==> config.mk <==
export PLATFORM = sky130hd
export DESIGN_NAME = dsp_mac_slice
export DESIGN_NICKNAME = d
export VERILOG_FILES = /design/src/rtl/dsp_slice_pkg.sv /design/src/rtl/dsp_pipe_reg.sv /design/src/rtl/dsp_mac_slice.sv
export SDC_FILE = /design/constraint.sdc
export NUM_CORES = 2
export LEC_CHECK = 0
export BUFFER_PORTS_ARGS = -buffer_cell sky130_fd_sc_hd__clkbuf_2
export CAP_MARGIN = 20
export CORE_AREA = 3 3 353 355
export DETAILED_ROUTE_END_ITERATION = 7
export DIE_AREA = 0 0 356 358
export HOLD_SLACK_MARGIN = 0.02
export PLACE_DENSITY = 0.44
export SYNTH_ARGS = -nofsm -noshare
export SYNTH_HDL_FRONTEND = slang
export SYNTH_HIERARCHICAL = 1
export SYNTH_SLANG_ARGS = --single-unit
==> constraint.sdc <==
create_clock -name clk -period 10.72 [get_ports clk]
set_input_delay 0 -clock clk [delete_from_list [all_inputs] [get_ports clk]]
set_output_delay 0 -clock clk [all_outputs]
set_load 0.01 [all_outputs]
==> src/rtl/dsp_slice_pkg.sv <==
// Shared definitions for the DSP MAC slice: OPMODE bit map and X/Z mux encodings.
package dsp_slice_pkg;

    localparam int unsigned OPMODE_W     = 8;
    localparam int unsigned OP_X_LSB     = 0;
    localparam int unsigned OP_Z_LSB     = 2;
    localparam int unsigned OP_PREADD_EN = 4;
    localparam int unsigned OP_CIN       = 5;
    localparam int unsigned OP_PRESUB    = 6;
    localparam int unsigned OP_POSTSUB   = 7;

    // Post-adder controls carried through the M stage: {OPMODE[7], OPMODE[5], OPMODE[3:0]}
    localparam int unsigned CTL_W        = 6;
    localparam int unsigned CTL_SUB      = 5;
    localparam int unsigned CTL_CIN      = 4;
    localparam int unsigned CTL_Z_LSB    = 2;
    localparam int unsigned CTL_X_LSB    = 0;

    typedef enum logic [1:0] {
        X_ZERO = 2'd0,
        X_M    = 2'd1,
        X_P    = 2'd2,
        X_AB   = 2'd3
    } xsel_e;

    typedef enum logic [1:0] {
        Z_ZERO = 2'd0,
        Z_PCIN = 2'd1,
        Z_P    = 2'd2,
        Z_C    = 2'd3
    } zsel_e;

endpackage

==> src/rtl/dsp_pipe_reg.sv <==
// Generic pipeline stage: clock-enabled register with synchronous reset and optional bypass.
module dsp_pipe_reg #(
    parameter int unsigned WIDTH  = 1,
    parameter bit          BYPASS = 1'b0
) (
    input  logic             clk,
    input  logic             i_rst,
    input  logic             i_ce,
    input  logic [WIDTH-1:0] i_d,
    output logic [WIDTH-1:0] o_q
);

    logic [WIDTH-1:0] r_q;

    // Stage register: reset wins over enable, otherwise load on enable and hold on idle
    always_ff @(posedge clk) begin
        if (i_rst) begin
            r_q <= '0;
        end else if (i_ce) begin
            r_q <= i_d;
        end
    end

    assign o_q = BYPASS ? i_d : r_q;

endmodule

==> src/rtl/dsp_mac_slice.sv <==
// DSP MAC slice: input stage, pre-adder, multiplier stage, X/Z post-adder with
// saturation and pattern detect, registered P output with cascade copy.
module dsp_mac_slice
    import dsp_slice_pkg::*;
#(
    parameter int unsigned          A_WIDTH    = 18,
    parameter int unsigned          B_WIDTH    = 18,
    parameter int unsigned          P_WIDTH    = 48,
    parameter int unsigned          IREG       = 1,
    parameter int unsigned          MREG       = 1,
    parameter string                CARRYINSEL = "OPMODE5",
    parameter int unsigned          SATURATE   = 0,
    parameter logic [P_WIDTH-1:0]   PATTERN    = '0,
    parameter logic [P_WIDTH-1:0]   MASK       = '0
) (
    input  logic                       clk,
    input  logic                       RST,
    input  logic [A_WIDTH-1:0]         A,
    input  logic [B_WIDTH-1:0]         B,
    input  logic [B_WIDTH-1:0]         D,
    input  logic [P_WIDTH-1:0]         C,
    input  logic [P_WIDTH-1:0]         PCIN,
    input  logic                       CARRYIN,
    input  logic [OPMODE_W-1:0]        OPMODE,
    input  logic                       CEI,
    input  logic                       CEM,
    input  logic                       CEP,
    output logic [B_WIDTH-1:0]         BCOUT,
    output logic [A_WIDTH+B_WIDTH-1:0] M,
    output logic [P_WIDTH-1:0]         P,
    output logic [P_WIDTH-1:0]         PCOUT,
    output logic                       CARRYOUT,
    output logic                       OVERFLOW,
    output logic                       PATTERNDETECT
);

    localparam int unsigned MW  = A_WIDTH + B_WIDTH;
    localparam int unsigned SW  = P_WIDTH + 1;
    localparam int unsigned PSW = P_WIDTH + 3;
    localparam bit          I_BYP   = (IREG == 0);
    localparam bit          M_BYP   = (MREG == 0);
    localparam bit          CIN_EXT = (CARRYINSEL == "CARRYIN");
    localparam bit          SAT_EN  = (SATURATE != 0);

    logic [A_WIDTH-1:0]  w_a1;
    logic [B_WIDTH-1:0]  w_b1;
    logic [B_WIDTH-1:0]  w_d1;
    logic [P_WIDTH-1:0]  w_c1;
    logic [P_WIDTH-1:0]  w_pcin1;
    logic                w_cin1;
    logic [OPMODE_W-1:0] w_op1;

    logic [B_WIDTH-1:0]  w_pre;
    logic [MW-1:0]       w_prod;
    logic [MW-1:0]       w_m;
    logic [CTL_W-1:0]    w_ctl1;
    logic [CTL_W-1:0]    w_ctl2;
    logic                w_cin2;
    logic [P_WIDTH-1:0]  w_c2;

    logic [P_WIDTH-1:0]  w_x;
    logic [P_WIDTH-1:0]  w_z;
    logic                w_cin;
    logic [SW-1:0]       w_xc;
    logic [SW-1:0]       w_s;
    logic [P_WIDTH-1:0]  w_pnext;
    logic                w_ovf;
    logic                w_pd;
    logic [PSW-1:0]      w_pstage_d;
    logic [PSW-1:0]      w_pstage_q;
    logic [P_WIDTH-1:0]  w_p;

    // Input stage
    dsp_pipe_reg #(.WIDTH(A_WIDTH),  .BYPASS(I_BYP)) u_in_a    (.clk(clk), .i_rst(RST), .i_ce(CEI), .i_d(A),       .o_q(w_a1));
    dsp_pipe_reg #(.WIDTH(B_WIDTH),  .BYPASS(I_BYP)) u_in_b    (.clk(clk), .i_rst(RST), .i_ce(CEI), .i_d(B),       .o_q(w_b1));
    dsp_pipe_reg #(.WIDTH(B_WIDTH),  .BYPASS(I_BYP)) u_in_d    (.clk(clk), .i_rst(RST), .i_ce(CEI), .i_d(D),       .o_q(w_d1));
    dsp_pipe_reg #(.WIDTH(P_WIDTH),  .BYPASS(I_BYP)) u_in_c    (.clk(clk), .i_rst(RST), .i_ce(CEI), .i_d(C),       .o_q(w_c1));
    dsp_pipe_reg #(.WIDTH(P_WIDTH),  .BYPASS(I_BYP)) u_in_pcin (.clk(clk), .i_rst(RST), .i_ce(CEI), .i_d(PCIN),    .o_q(w_pcin1));
    dsp_pipe_reg #(.WIDTH(1),        .BYPASS(I_BYP)) u_in_cin  (.clk(clk), .i_rst(RST), .i_ce(CEI), .i_d(CARRYIN), .o_q(w_cin1));
    dsp_pipe_reg #(.WIDTH(OPMODE_W), .BYPASS(I_BYP)) u_in_op   (.clk(clk), .i_rst(RST), .i_ce(CEI), .i_d(OPMODE),  .o_q(w_op1));

    // Pre-adder: D+B or D-B when enabled, otherwise B passes through
    always_comb begin
        w_pre = w_b1;
        if (w_op1[OP_PREADD_EN]) begin
            w_pre = w_op1[OP_PRESUB] ? (w_d1 - w_b1) : (w_d1 + w_b1);
        end
    end

    assign BCOUT  = w_pre;
    assign w_prod = MW'(w_a1) * MW'(w_pre);
    assign w_ctl1 = {w_op1[OP_POSTSUB], w_op1[OP_CIN], w_op1[3:0]};

    // Multiplier stage plus the post-adder controls that must stay aligned with M
    dsp_pipe_reg #(.WIDTH(MW),      .BYPASS(M_BYP)) u_m_prod (.clk(clk), .i_rst(RST), .i_ce(CEM), .i_d(w_prod), .o_q(w_m));
    dsp_pipe_reg #(.WIDTH(CTL_W),   .BYPASS(M_BYP)) u_m_ctl  (.clk(clk), .i_rst(RST), .i_ce(CEM), .i_d(w_ctl1), .o_q(w_ctl2));
    dsp_pipe_reg #(.WIDTH(1),       .BYPASS(M_BYP)) u_m_cin  (.clk(clk), .i_rst(RST), .i_ce(CEM), .i_d(w_cin1), .o_q(w_cin2));
    dsp_pipe_reg #(.WIDTH(P_WIDTH), .BYPASS(M_BYP)) u_m_c    (.clk(clk), .i_rst(RST), .i_ce(CEM), .i_d(w_c1),   .o_q(w_c2));

    assign M = w_m;

    // X and Z operand selection; P feedback is the registered P
    always_comb begin
        w_x = '0;
        case (xsel_e'(w_ctl2[CTL_X_LSB +: 2]))
            X_ZERO:  w_x = '0;
            X_M:     w_x = P_WIDTH'(w_m);
            X_P:     w_x = w_p;
            X_AB:    w_x = P_WIDTH'({w_a1, w_b1});
            default: w_x = '0;
        endcase
        w_z = '0;
        case (zsel_e'(w_ctl2[CTL_Z_LSB +: 2]))
            Z_ZERO:  w_z = '0;
            Z_PCIN:  w_z = w_pcin1;
            Z_P:     w_z = w_p;
            Z_C:     w_z = w_c2;
            default: w_z = '0;
        endcase
    end

    // Post-adder with optional clamp on carry/borrow and masked pattern compare on the loaded value
    always_comb begin
        w_cin   = CIN_EXT ? w_cin2 : w_ctl2[CTL_CIN];
        w_xc    = SW'(w_x) + SW'(w_cin);
        w_s     = w_ctl2[CTL_SUB] ? (SW'(w_z) - w_xc) : (SW'(w_z) + w_xc);
        w_pnext = w_s[P_WIDTH-1:0];
        w_ovf   = 1'b0;
        if (SAT_EN && w_s[P_WIDTH]) begin
            w_pnext = w_ctl2[CTL_SUB] ? {P_WIDTH{1'b0}} : {P_WIDTH{1'b1}};
            w_ovf   = 1'b1;
        end
        w_pd       = (((w_pnext ^ PATTERN) & ~MASK) == '0);
        w_pstage_d = {w_pnext, w_s[P_WIDTH], w_ovf, w_pd};
    end

    // Output stage, always registered
    dsp_pipe_reg #(.WIDTH(PSW), .BYPASS(1'b0)) u_p (.clk(clk), .i_rst(RST), .i_ce(CEP), .i_d(w_pstage_d), .o_q(w_pstage_q));

    assign w_p           = w_pstage_q[PSW-1:3];
    assign CARRYOUT      = w_pstage_q[2];
    assign OVERFLOW      = w_pstage_q[1];
    assign PATTERNDETECT = w_pstage_q[0];
    assign P             = w_p;
    assign PCOUT         = w_p;

endmodule

# Yosys cells after proc, flatten, opt, wreduce, memory -nomap -nowiden
# Cells that the tools add are included.
[word_totals]
output_inout_bits = 153
ff_bits = 298
wordCells = 30
[op_classes]
n_eq_ne = 6
n_reduce_logical = 3
muxes = 5
multipliers = 1
n_addsub = 5
[ops]
columns = ["cell", "count"]
rows = [
  ["48-bit case mux with 4 select lines", 2],
  ["48-bit by 1-bit adder with 49-bit output", 1],
  ["48-bit by 49-bit adder with 49-bit output", 1],
  ["49-bit two-way mux", 1],
  ["48-bit by 49-bit subtractor with 49-bit output", 1],
  ["48-bit zero test", 1],
  ["18-bit by 18-bit multiplier with 36-bit output", 1],
  ["18-bit two-way mux", 2],
  ["18-bit adder", 1],
  ["18-bit subtractor", 1],
  ["2-bit equality test (second input constant)", 4],
  ["2-bit by 1-bit equality test with 1-bit output (second input constant)", 2],
  ["2-bit zero test", 2],
]

# Depth between registers and ports, before layout
[logic_depth]
depth_word = 6
depth_mapped = 43

# Modules after synthesis
# The synthesis kept the hierarchy.
[modules_own_cells]
columns = ["module", "instances", "cells_per_inst", "area_per_inst_um2", "seq_area_each_um2"]
rows = [
  ["dsp_mac_slice", 1, 2511, 19543.7, 0.0],
  ["dsp_pipe_reg (u_in_c ...)", 3, 155, 1729.2, 960.9],
  ["dsp_pipe_reg (u_in_a ...)", 3, 58, 649.4, 360.3],
  ["dsp_pipe_reg (u_p)", 1, 165, 1833.0, 1021.0],
  ["dsp_pipe_reg (u_m_prod)", 1, 116, 1306.3, 720.7],
  ["dsp_pipe_reg (u_in_op)", 1, 26, 285.3, 160.2],
  ["dsp_pipe_reg (u_m_ctl)", 1, 19, 214.0, 120.1],
]

# Least setup slack after synthesis
# OpenSTA, ideal clock, no wires.
[synth_path]
path_type = "flip-flop to flip-flop"
startpoint = "register u_in_op.r_q[6] (netlist: u_in_op/o_q[6])"
endpoint = "register u_m_prod.r_q[34] (netlist: u_m_prod/o_q[34])"
path_slack_ns = 0.445
path_buffers = 3
stages_incl_launch_ff = 41
t_arrival_ns = 10.157
setup_time_ns = 0.117
t_required_ns = 10.603
cell_sequence = "dfxtp_1 -> clkbuf_1 -> clkbuf_1 -> nor2_1 -> xnor2_1 -> ha_1 -> o21ai_0 -> a21boi_0 -> o21ai_0 -> a211oi_1 -> nor2_1 -> a21oi_1 -> a31oi_1 -> a211oi_1 -> mux2_2 -> a2111o_1 -> clkbuf_1 -> and2_1 -> (+5 left out) -> fa_1 -> inv_1 -> fa_1 -> fa_1 -> inv_1 -> ha_1 -> a211oi_1 -> nor2b_1 -> o311ai_0 -> a31oi_1 -> o211ai_1 -> a2111oi_0 -> nor4_1 -> a2111oi_0 -> a21oi_1 -> xor2_1 -> mux2i_1 -> nor2_1"
[synth_via]
elab_chain_cells = 3
[synth_lines]
columns = ["element", "line_no", "source"]
rows = [
  ["from (decl)", "dsp_pipe_reg.sv:13", "logic [WIDTH-1:0] r_q;"],
  ["from (signal assigned)", "dsp_pipe_reg.sv:20", "r_q <= i_d;"],
  ["18-bit two-way mux", "dsp_mac_slice.sv:86", "w_pre = w_op1[OP_PRESUB] ? (w_d1 - w_b1) : (w_d1 + w_b1);"],
  ["18-bit two-way mux", "dsp_mac_slice.sv:85", "if (w_op1[OP_PREADD_EN]) begin"],
  ["net BCOUT[17]", "dsp_mac_slice.sv:28", "output logic [B_WIDTH-1:0] BCOUT,"],
  ["18-bit by 18-bit multiplier with 36-bit output", "dsp_mac_slice.sv:91", "assign w_prod = MW'(w_a1) * MW'(w_pre);"],
  ["net w_prod[34]", "dsp_mac_slice.sv:54", "logic [MW-1:0] w_prod;"],
  ["to (signal assigned)", "dsp_pipe_reg.sv:20", ""],
  ["to (decl)", "dsp_pipe_reg.sv:13", ""],
]
# The timed path passes the listed nets, and every way through them passes these cells.
# A chain may end at the register's enable or synchronous reset.

# Worst setup path in the final report
[layout_path]
startpoint = "register u_in_b.r_q[1] (netlist: u_in_b/o_q[1])"
endpoint = "register u_m_prod.r_q[34] (netlist: u_m_prod/o_q[34])"
[layout_via]
elab_chain_cells = 4
[layout_lines]
columns = ["element", "line_no"]
rows = [
  ["from (decl)", "dsp_pipe_reg.sv:13"],
  ["from (signal assigned)", "dsp_pipe_reg.sv:20"],
  ["18-bit adder / 18-bit subtractor (equally long branches)", "dsp_mac_slice.sv:86"],
  ["18-bit two-way mux", "dsp_mac_slice.sv:86"],
  ["18-bit two-way mux (*)", "dsp_mac_slice.sv:85"],
  ["18-bit by 18-bit multiplier with 36-bit output (*)", "dsp_mac_slice.sv:91"],
  ["net w_prod[34]", "dsp_mac_slice.sv:54"],
]
# Mark *: on every way through the listed nets, which the timed path passes. The rest lies on a longest branch.

==> summary.txt <==
Outcome
  • Status: complete, no violations

Global routing
  • Number of global-route vias before repair: 26.8k
  • Global-route wire length before repair: ~170000 um
  • Total congestion overflow: 0
  • Pin count of the biggest net entering global routing: 142
  • Antenna violations before repair: 4
  • All-layer global routing usage: 0.177

Timing
  • Post-route setup TNS: 0 ns
  • F_max: 101 MHz
  • Max_slew headroom: 0.281
  • Post-layout min period: 9.90 ns
  • Worst Skew: between 0.05 and 0.06 ns
  • Tcrit/Tclk final: 0.924
  • Hold Vio Cnt, Final: 0
  • Worst-Margin Slew: around 1.1 ns
  • RSZ-0062 raised after global routing: false
  • Max-slew violations: 0
  • # setup viols final: 0

Critical path
  • CP peak stage delay: 0.54 ns
  • WS Path Type: reg2reg
  • Slowest-stage cell, CP: fa_1
  • Buf/Inv on CP: 8
  • Worst Setup End Kind: register
  • Crit Path Max Fanout: 6
  • Most frequent CP cell: fa_1
  • CP Launch Type: register
  • CP delay by family, top: adder cells
  • WP data required: 11.20 ns
  • Reg2reg setup slack: 0.82 ns
  • Worst EP arrival: 10.38 ns

Die
  • Core area: 0.122 mm2
  • Die Wd: roughly 360 um
  • Std-Cell Rows: 128
  • Area of the die: roughly 0.13 mm2
  • Die height: 358 um
  • I/O pin count: 317
  • Starting Density: 0.249

Placed design
  • DP Area: ~0.033 mm2
  • Final weighted congestion in routability-driven placement: 0.859
  • IO Port Bufs: 315
  • Placed insts: 5269
  • DP HPWL: between 80000 and 90000 um

Synth
  • Synth area leaders: dfxtp_1 (20%), fa_1 (17%), mux2i_1 (11%), ha_1 (7.4%), nor2_1 (5.2%)
  • Synthesized area: 0.0303 mm2
  • Post-synth EDFFs: 0
  • Sequential area share after synthesis: 0.197
  • Mapped Cells: 3476
  • Synth top area share: 0.197
  • Commonest cells post-synth: nor2_1 (418), inv_1 (365), mux2i_1 (328)
  • Main synth FF type: dfxtp_1
  • Syn Area/Cell: 8.72 um2
  • Count of cell types in the netlist: just over 80
  • Count leader, synth: nor2_1
  • Asr flop ratio synth: 0
  • Yosys warnings: 6
  • Net Count, Synth: about 4k
  • Post-synth top area cell: dfxtp_1
  • Seq cells post-synth: about 300

Final layout
  • Share of layout cells above drive strength 1: 0.145
  • Finished Layout Cells: 5608
  • Final net count: 4552
  • Final Instance Area: around 0.037 mm2
  • Area Overhead vs Synth: 23.2%

Detailed routing
  • Vias per inst: 4.66
  • Vias: roughly 26k
  • Iter 0 DRT Violations: 1585
  • Post-DR wirelength/cell: between 20 and 25 um
  • DRT Wirelength: approximately 110000 um
  • First drt pass iteration count: 5
  • DRT antenna net count: 0
  • # DRC: 0

Power and ir drop
  • Leak pwr: 17.4 nW
  • Power density over the cells: roughly 150 mW/mm2
  • Max IR drop VDD: 111 uV

Clock network
  • Root Driver: clkbuf_16
  • CTS tree: done
  • Num CTS Buffers: 40
  • Setup repair bufs after CTS: 0
  • H-tree levels: 2
  • Clk buf depth: 3
  • Skew-Pair Late Insertion Delay: 0.62 ns
  • Clk sinks: 299
  • Worst-path clk slew: 0.07 ns

Flow run
  • Max Cap Violations: 0

Min path
  • Hold crit path type: in2reg
## placed cells by master (no fill, tap or decap), types with 133 or more instances in the layout
cell type      synthesis  routed
inv_1                365     365
nand2_1              286     286
and2_1               133     133
clkbuf_2               4     311
nor2_1               418     418
mux2i_1              328     328
dfxtp_1              299     295
ha_1                 179     179
fa_1                 258     258
dlygate4sd3_1          0     265
## final cells by class
type / instances / area, um2
Multi-Input combinational cell: 2583 / 21500
Tap cell: 1625 / 2030
Timing Repair Buffer: 661 / 4870
Clock inverter: 22 / 434
Fill cell: 13000 / 84400
Sequential cell: 299 / 5990
Inverter: 366 / 1370
Clock buffer: 50 / 1110
Antenna cell: 2 / 5.00
## layer usage
metal	vias to the layer above	routed length [um]	track usage
met4	4	2660	0.0437
met1	12800	52200	0.236
li1	12600	-	-
met2	639	51500	0.289
met5	-	32	0
met3	126	7570	0.0417
## stage by stage
stage | setup slack, ns | power, mW | hold slack, ns | util
2_1_floorplan | 0.445 | 3.23 | 0.0724 | -
3_3_place_gp | 0.176 | 4.13 | 0.234 | 0.272
3_5_place_dp | 0.327 | 4.12 | 0.243 | 0.272
4_1_cts | 0.269 | 5.84 | 0.0803 | 0.306
5_1_grt | 0.0247 | 6.20 | 0.114 | 0.307
6_report | 0.819 | 5.78 | 0.0517 | 0.307
## final timing paths
check                                         to  cells past startpoint     startpoint
worst max-delay path            u_m_prod/o_q[34]                     40  u_in_b/o_q[1]
worst max register to register  u_m_prod/o_q[34]                     40  u_in_b/o_q[1]
worst min-delay path                  u_p/o_q[1]                      3            CEP
worst min register to register      u_m_c/o_q[7]                      2   u_m_c/o_q[7]
## kinds of logic after synthesis
| logic type | share of synthesized area |
|---|---|
| and+or+nand+nor | 0.169 |
| buffers and inverters | 0.0943 |
| AOI/OAI and AO/OA | 0.105 |
| adders and majority gates | 0.244 |
| muxes | 0.137 |
| DFF | 0.197 |
| xor gates and xnor gates | 0.0520 |
| other | 0.000124 |
## power by group
group          internal, mW  switching, mW  total (mW)
registers              1.24          0.284        1.53
logic                  1.09           1.58        2.67
clock network         0.984          0.601        1.58
## repair_timing
item	CTS	global route
hold endpoints to repair	256	0
hold buffers	265	0
endpoints found under the setup margin	0	4
gates resized for setup	0	18
## registers in the layout, summed over array words and instances, names as in the netlist
name	flops
u_in_d/o_q	18
u_m_c/o_q	48
u_p/o_q	51
u_in_a/o_q	18
u_m_ctl/o_q	6
u_in_b/o_q	18
u_m_prod/o_q	36
u_in_c/o_q	48
u_in_pcin/o_q	48
u_in_op/o_q	8
## worst reg2reg max path: cells and delay by family, from the launching register on
family / cells / cell delay [ns]
buffers and inverters: 8 / 0.86
xor gates and xnor gates: 2 / 0.33
adders and majority gates: 8 / 3.72
and+or+nand+nor: 7 / 1.21
DFF: 1 / 0.31
AOI/OAI and AO/OA: 13 / 2.91
muxes: 2 / 0.44
Power figures use the tool's default switching activity.
